`src/rtl/condlogic_banked.sv`:
```
`default_nettype none
// ============================================================================
// Module   : condlogic_banked
// Purpose  : Banked NZCV condition evaluation with a predication window.
// Revision : 1.0 - initial release
// ============================================================================
module condlogic_banked #(
  parameter int NBANK = 2,
  parameter int ITMAX = 4,
  localparam int BW = $clog2(NBANK),
  localparam int CW = $clog2(ITMAX + 1)
) (
  input  logic          clk,
  input  logic          reset,
  input  logic [3:0]    Cond,
  input  logic [3:0]    ALUFlags,
  input  logic [1:0]    FlagW,
  input  logic [BW-1:0] Bank,
  input  logic          Latch,
  input  logic          PCS,
  input  logic          NextPC,
  input  logic          RegW,
  input  logic          MemW,
  input  logic          ITLoad,
  input  logic [CW-1:0] ITCount,
  input  logic [3:0]    ITCond,
  output logic          PCWrite,
  output logic          RegWrite,
  output logic          MemWrite,
  output logic          CondExR,
  output logic          ITActive,
  output logic [3:0]    Flags
);

  localparam logic [CW-1:0] C_ITMAX = CW'(ITMAX);

  typedef enum logic {IDLE = 1'b0, RUN = 1'b1} state_t;

  state_t        state_q, state_d;
  logic [CW-1:0] cnt_q, cnt_d;
  logic [3:0]    itc_q, itc_d;
  logic          condexr_q;
  logic [3:0]    flags_q [NBANK];

  logic [3:0]    w_sel;
  logic [3:0]    w_eff_cond;
  logic          w_condex;
  logic [CW-1:0] w_count_sat;
  logic          w_n, w_z, w_c, w_v;

  // Out-of-range bank indices (non power-of-two NBANK) read as zero flags.
  always_comb begin
    w_sel = 4'b0000;
    if ({1'b0, Bank} < (BW+1)'(NBANK)) w_sel = flags_q[Bank];
  end

  assign {w_n, w_z, w_c, w_v} = w_sel;
  assign w_eff_cond = (state_q == RUN) ? itc_q : Cond;

  always_comb begin
    w_condex = 1'b0;
    case (w_eff_cond)
      4'b0000: w_condex = w_z;
      4'b0001: w_condex = ~w_z;
      4'b0010: w_condex = w_c;
      4'b0011: w_condex = ~w_c;
      4'b0100: w_condex = w_n;
      4'b0101: w_condex = ~w_n;
      4'b0110: w_condex = w_v;
      4'b0111: w_condex = ~w_v;
      4'b1000: w_condex = w_c & ~w_z;
      4'b1001: w_condex = ~w_c | w_z;
      4'b1010: w_condex = (w_n == w_v);
      4'b1011: w_condex = (w_n != w_v);
      4'b1100: w_condex = ~w_z & (w_n == w_v);
      4'b1101: w_condex = w_z | (w_n != w_v);
      4'b1110: w_condex = 1'b1;
      default: w_condex = 1'b0;
    endcase
  end

  assign w_count_sat = (ITCount > C_ITMAX) ? C_ITMAX : ITCount;

  // A reload takes priority over the Latch decrement.
  always_comb begin
    state_d = state_q;
    cnt_d   = cnt_q;
    itc_d   = itc_q;
    case (state_q)
      IDLE: begin
        if (ITLoad && (ITCount != '0)) begin
          state_d = RUN;
          cnt_d   = w_count_sat;
          itc_d   = ITCond;
        end
      end
      RUN: begin
        if (ITLoad) begin
          if (ITCount != '0) begin
            cnt_d = w_count_sat;
            itc_d = ITCond;
          end else begin
            state_d = IDLE;
            cnt_d   = '0;
          end
        end else if (Latch) begin
          cnt_d = cnt_q - CW'(1);
          if (cnt_q == CW'(1)) state_d = IDLE;
        end
      end
      default: state_d = IDLE;
    endcase
  end

  always_ff @(posedge clk) begin
    if (reset) begin
      state_q   <= IDLE;
      cnt_q     <= '0;
      itc_q     <= 4'b0000;
      condexr_q <= 1'b0;
    end else begin
      state_q <= state_d;
      cnt_q   <= cnt_d;
      itc_q   <= itc_d;
      if (Latch) condexr_q <= w_condex;
    end
  end

  // Flag write-back is gated by the previously latched condition result.
  always_ff @(posedge clk) begin
    for (int b = 0; b < NBANK; b++) begin
      if (reset) begin
        flags_q[b] <= 4'b0000;
      end else if (condexr_q && ({1'b0, Bank} == (BW+1)'(b))) begin
        if (FlagW[1]) flags_q[b][3:2] <= ALUFlags[3:2];
        if (FlagW[0]) flags_q[b][1:0] <= ALUFlags[1:0];
      end
    end
  end

  assign CondExR  = condexr_q;
  assign PCWrite  = NextPC | (PCS & condexr_q);
  assign RegWrite = RegW & condexr_q;
  assign MemWrite = MemW & condexr_q;
  assign ITActive = (state_q == RUN);
  assign Flags    = w_sel;

endmodule
`default_nettype wire

```
`config.mk`:
```
export PLATFORM = sky130hd
export DESIGN_NAME = condlogic_banked
export DESIGN_NICKNAME = d
export VERILOG_FILES = /design/src/rtl/condlogic_banked.sv
export SDC_FILE = /design/constraint.sdc
export NUM_CORES = 1
export LEC_CHECK = 0
export BUFFER_PORTS_ARGS = -buffer_cell sky130_fd_sc_hd__clkbuf_2
export CORE_MARGIN = 8
export CORE_UTILIZATION = 54
export CTS_BUF_LIST = sky130_fd_sc_hd__clkbuf_16
export DETAILED_ROUTE_END_ITERATION = 6
export PLACE_DENSITY = 0.86
export SYNTH_ARGS = -nofsm -noshare
export SYNTH_HDL_FRONTEND = slang
export SYNTH_SLANG_ARGS = --single-unit
```
`constraint.sdc`:
```
create_clock -name clk -period 2.7 [get_ports clk]
set_clock_uncertainty 0.1 [all_clocks]
set_input_delay 0.27 -clock clk [delete_from_list [all_inputs] [get_ports clk]]
set_output_delay 0.27 -clock clk [all_outputs]
set_load 0.02 [all_outputs]
```
==> results.yml <==
outcome:
  status: "finished, final reports clean"
timing:
  max_freq_ghz: 0.480
  setup_tns_ps: 0
  finalMaxSlewViolations: 0
  hold_violations: 0
  timing.final.crit_share_pct: 77.1
  min_period_ps: 2080
  setup_ws_ps: 618
  tightest_slew_ps: 615
  finalSetupViolations: 0
  rsz0062_at_grt: "no"
  max_slew_margin_pct: 58.7
clock_tree:
  insertion_delay_ps: 240
  post_cts_resized: 0
  cts_buffer_depth: 2
  hold_buffers: 0
  cts_setup_buffers: 0
  cts_tree: "done"
  cts_htree_levels: 1
  cts_root_buf: "clkbuf_16"
  numCtsBuffers: 3
  cts.sinks: 17
  clk_pin_slew_ps: 50
critical_path:
  cp.arrival_ps: 2100
  reg2reg_depth: 6
  reg2reg_from: "ITActive"
  critPathMaxFanout: 14
  cp-end-kind: "flip-flop"
  critPathKind: "flip-flop to flip-flop"
  reg2reg_slack_ps: 620
  worstPathRequired_ps: 2720
  cp-start-kind: "flip-flop"
  rr_endpoint: "CondExR"
yosys:
  synth_common_cells: "nor2_1, nand2_1, dfxtp_1"
  synth-edff-count: 8
  synth_flop_cell: "dfxtp_1"
  synth_area_leaders: "edfxtp_1, dfxtp_1, nor2_1, mux2i_1, mux2_4"
  yosysTopAreaCellShare_pct: 20.6
  avgSynthCellArea_um2: 9.47
  syn_inst: 123
  ys_seq_elements: 17
  seq_area_frac_synth_pct: 36.1
  yosys_warnings: 0
  synth_area_um2: 1160
  post-synth-top-count-cell: "nor2_1"
  yosysUniqueCellTypes: 40
  synthArstFlopShare_pct: 0
  syn_nets: 151
  synth.largest_area_cell: "edfxtp_1"
cells_and_area:
  nFillCells: 170
  multi_input_area_um2: 696
  regArea_um2: 420
  final_cells: 185
  fin_util_pct: 66.7
  stdcell_area_um2: 1420
  synthToLayoutAreaGrowth_pct: 21.8
  fin_nets: 186
  layout-drive-gt1-share_pct: 33.8
  antenna_cells: 0
global_routing:
  grt_pass1_vias: 1017
  grt_max_degree: 17
  grt_pass1_wl_um: 4170
  overflow: 0
  antenna_found_initial: 0
  grt_usage_pct: 12.7
floorplanning:
  core_area_um2: 2130
  die_h_um: 62.4
  die_area_um2: 3900
  die_w_um: 62.4
  initial_core_util_pct: 54.8
  rows: 17
  pin_count: 35
hold_path:
  whs_path_depth: 3
  min_to: "itc_q[0]"
  hp-start: "ITCond[0]"
  hp-class: "input pin to flip-flop"
placement:
  placement.cell_area_um2: 1340
  pre_cts_ws_ps: 659
  place_inst: 181
  io_buffers: 34
  finalWeightedCongestion: 0.869
  dpl.hpwl_um: 2090
power_and_ir_drop:
  p_sw_share_pct: 26.6
  seqPwrFrac_pct: 39.9
  p_clk_share_pct: 37.4
  netSwitchingPower_mw: 0.206
  ir_drop_mv: 0.316
  intPower_mw: 0.566
  power_frac_comb_pct: 22.6
  power_density_nw_per_um2: 544
  p_leak_nw: 0.641
route:
  wl_per_cell_um: 14.1
  ant_nets: 0
  routed_wl_um: 2610
  via_per_inst: 5.48
  drcViolationCount: 0
  firstDrtPassIters: 4
  vias: 1014
  drt_iter0_drc: 42
job:
  drv_cap: 0
## worst max path at each step
stage,start,slack [ps],depth (start not counted),end
4_1_cts,ITActive,640,6,CondExR
2_1_floorplan,ITActive,910,6,CondExR
3_3_place_gp,ITActive,750,6,CondExR
5_1_grt,ITActive,530,6,CondExR
3_5_place_dp,ITActive,660,6,CondExR
6_report,ITActive,620,6,CondExR
## critical path, cell delays in order (launching register included)
cell and delay (ps):
dfxtp_1 660, mux2i_2 400, mux4_2 360, xor2_1 140, o21ai_1 70, o311ai_1 110, nand3_1 120
## power by group through the flow
| stage | sequential (mW) | combinational (mW) | clock, mW |
|---|---|---|---|
| after floorplan | 0.307 | 0.128 | 0 |
| after global placement | 0.312 | 0.168 | 0 |
| after detailed placement | 0.313 | 0.174 | 0 |
| after CTS | 0.308 | 0.175 | 0.293 |
| after global routing | 0.311 | 0.189 | 0.302 |
| final | 0.308 | 0.175 | 0.289 |
## metrics by stage
step	hold slack, ps	power (mW)
after floorplan	314	0.435
after global placement	383	0.480
after detailed placement	393	0.487
after CTS	157	0.776
after global routing	186	0.802
final	166	0.772
## area by class of cell
cell class                      count  area share [%]
Multi-Input combinational cell     97            49.0
Sequential cell                    17            29.6
Timing Repair Buffer               34            12.0
Clock buffer                        3            5.29
Tap cell                           28            2.47
Inverter                            5            1.32
Clock inverter                      1           0.265
## flip-flops by register name, summed over array words and instances, names as in the netlist
| signal | cells |
|---|---|
| flags_q | 8 |
| itc_q | 4 |
| CondExR | 1 |
| cnt_q | 3 |
| ITActive | 1 |
## metal layers
metal / part of all wire (%) / vias to the layer above / global-route usage, %
li1: - / 511 / -
met1: 40 / 473 / 12.7
met2: 53 / 24 / 23.2
met3: 4.9 / 6 / 2.69
met4: 2.3 / 0 / 8.55
met5: 0 / - / 0
## layout by cell type (no fill, tap or decap), types with 2 or more instances in the layout
| cell | instances |
|---|---|
| clkbuf_2 | 34 |
| nor2_1 | 22 |
| nand2_1 | 11 |
| dfxtp_1 | 9 |
| edfxtp_1 | 8 |
| mux2i_1 | 7 |
| inv_1 | 6 |
| o21ai_0 | 4 |
| nand2b_1 | 4 |
| a21oi_1 | 4 |
| mux2_4 | 3 |
| a31o_2 | 3 |
| a21o_1 | 3 |
| nor2b_1 | 3 |
| xnor2_1 | 3 |
| clkbuf_16 | 3 |
| mux2_2 | 2 |
| and2_1 | 2 |
| mux2i_2 | 2 |
| nand3_1 | 2 |
| o311ai_1 | 2 |
| ha_1 | 2 |
## cell families after synthesis
group                      share of synthesized area (%)
and+or+nand+nor                                     21.5
AOI/OAI and AO/OA                                   17.0
DFF                                                 36.1
muxes                                               16.1
buffers and inverters                               4.19
xor gates and xnor gates                            3.01
adders and majority gates                           2.15
No activity file was read; power rests on OpenSTA's default activity.
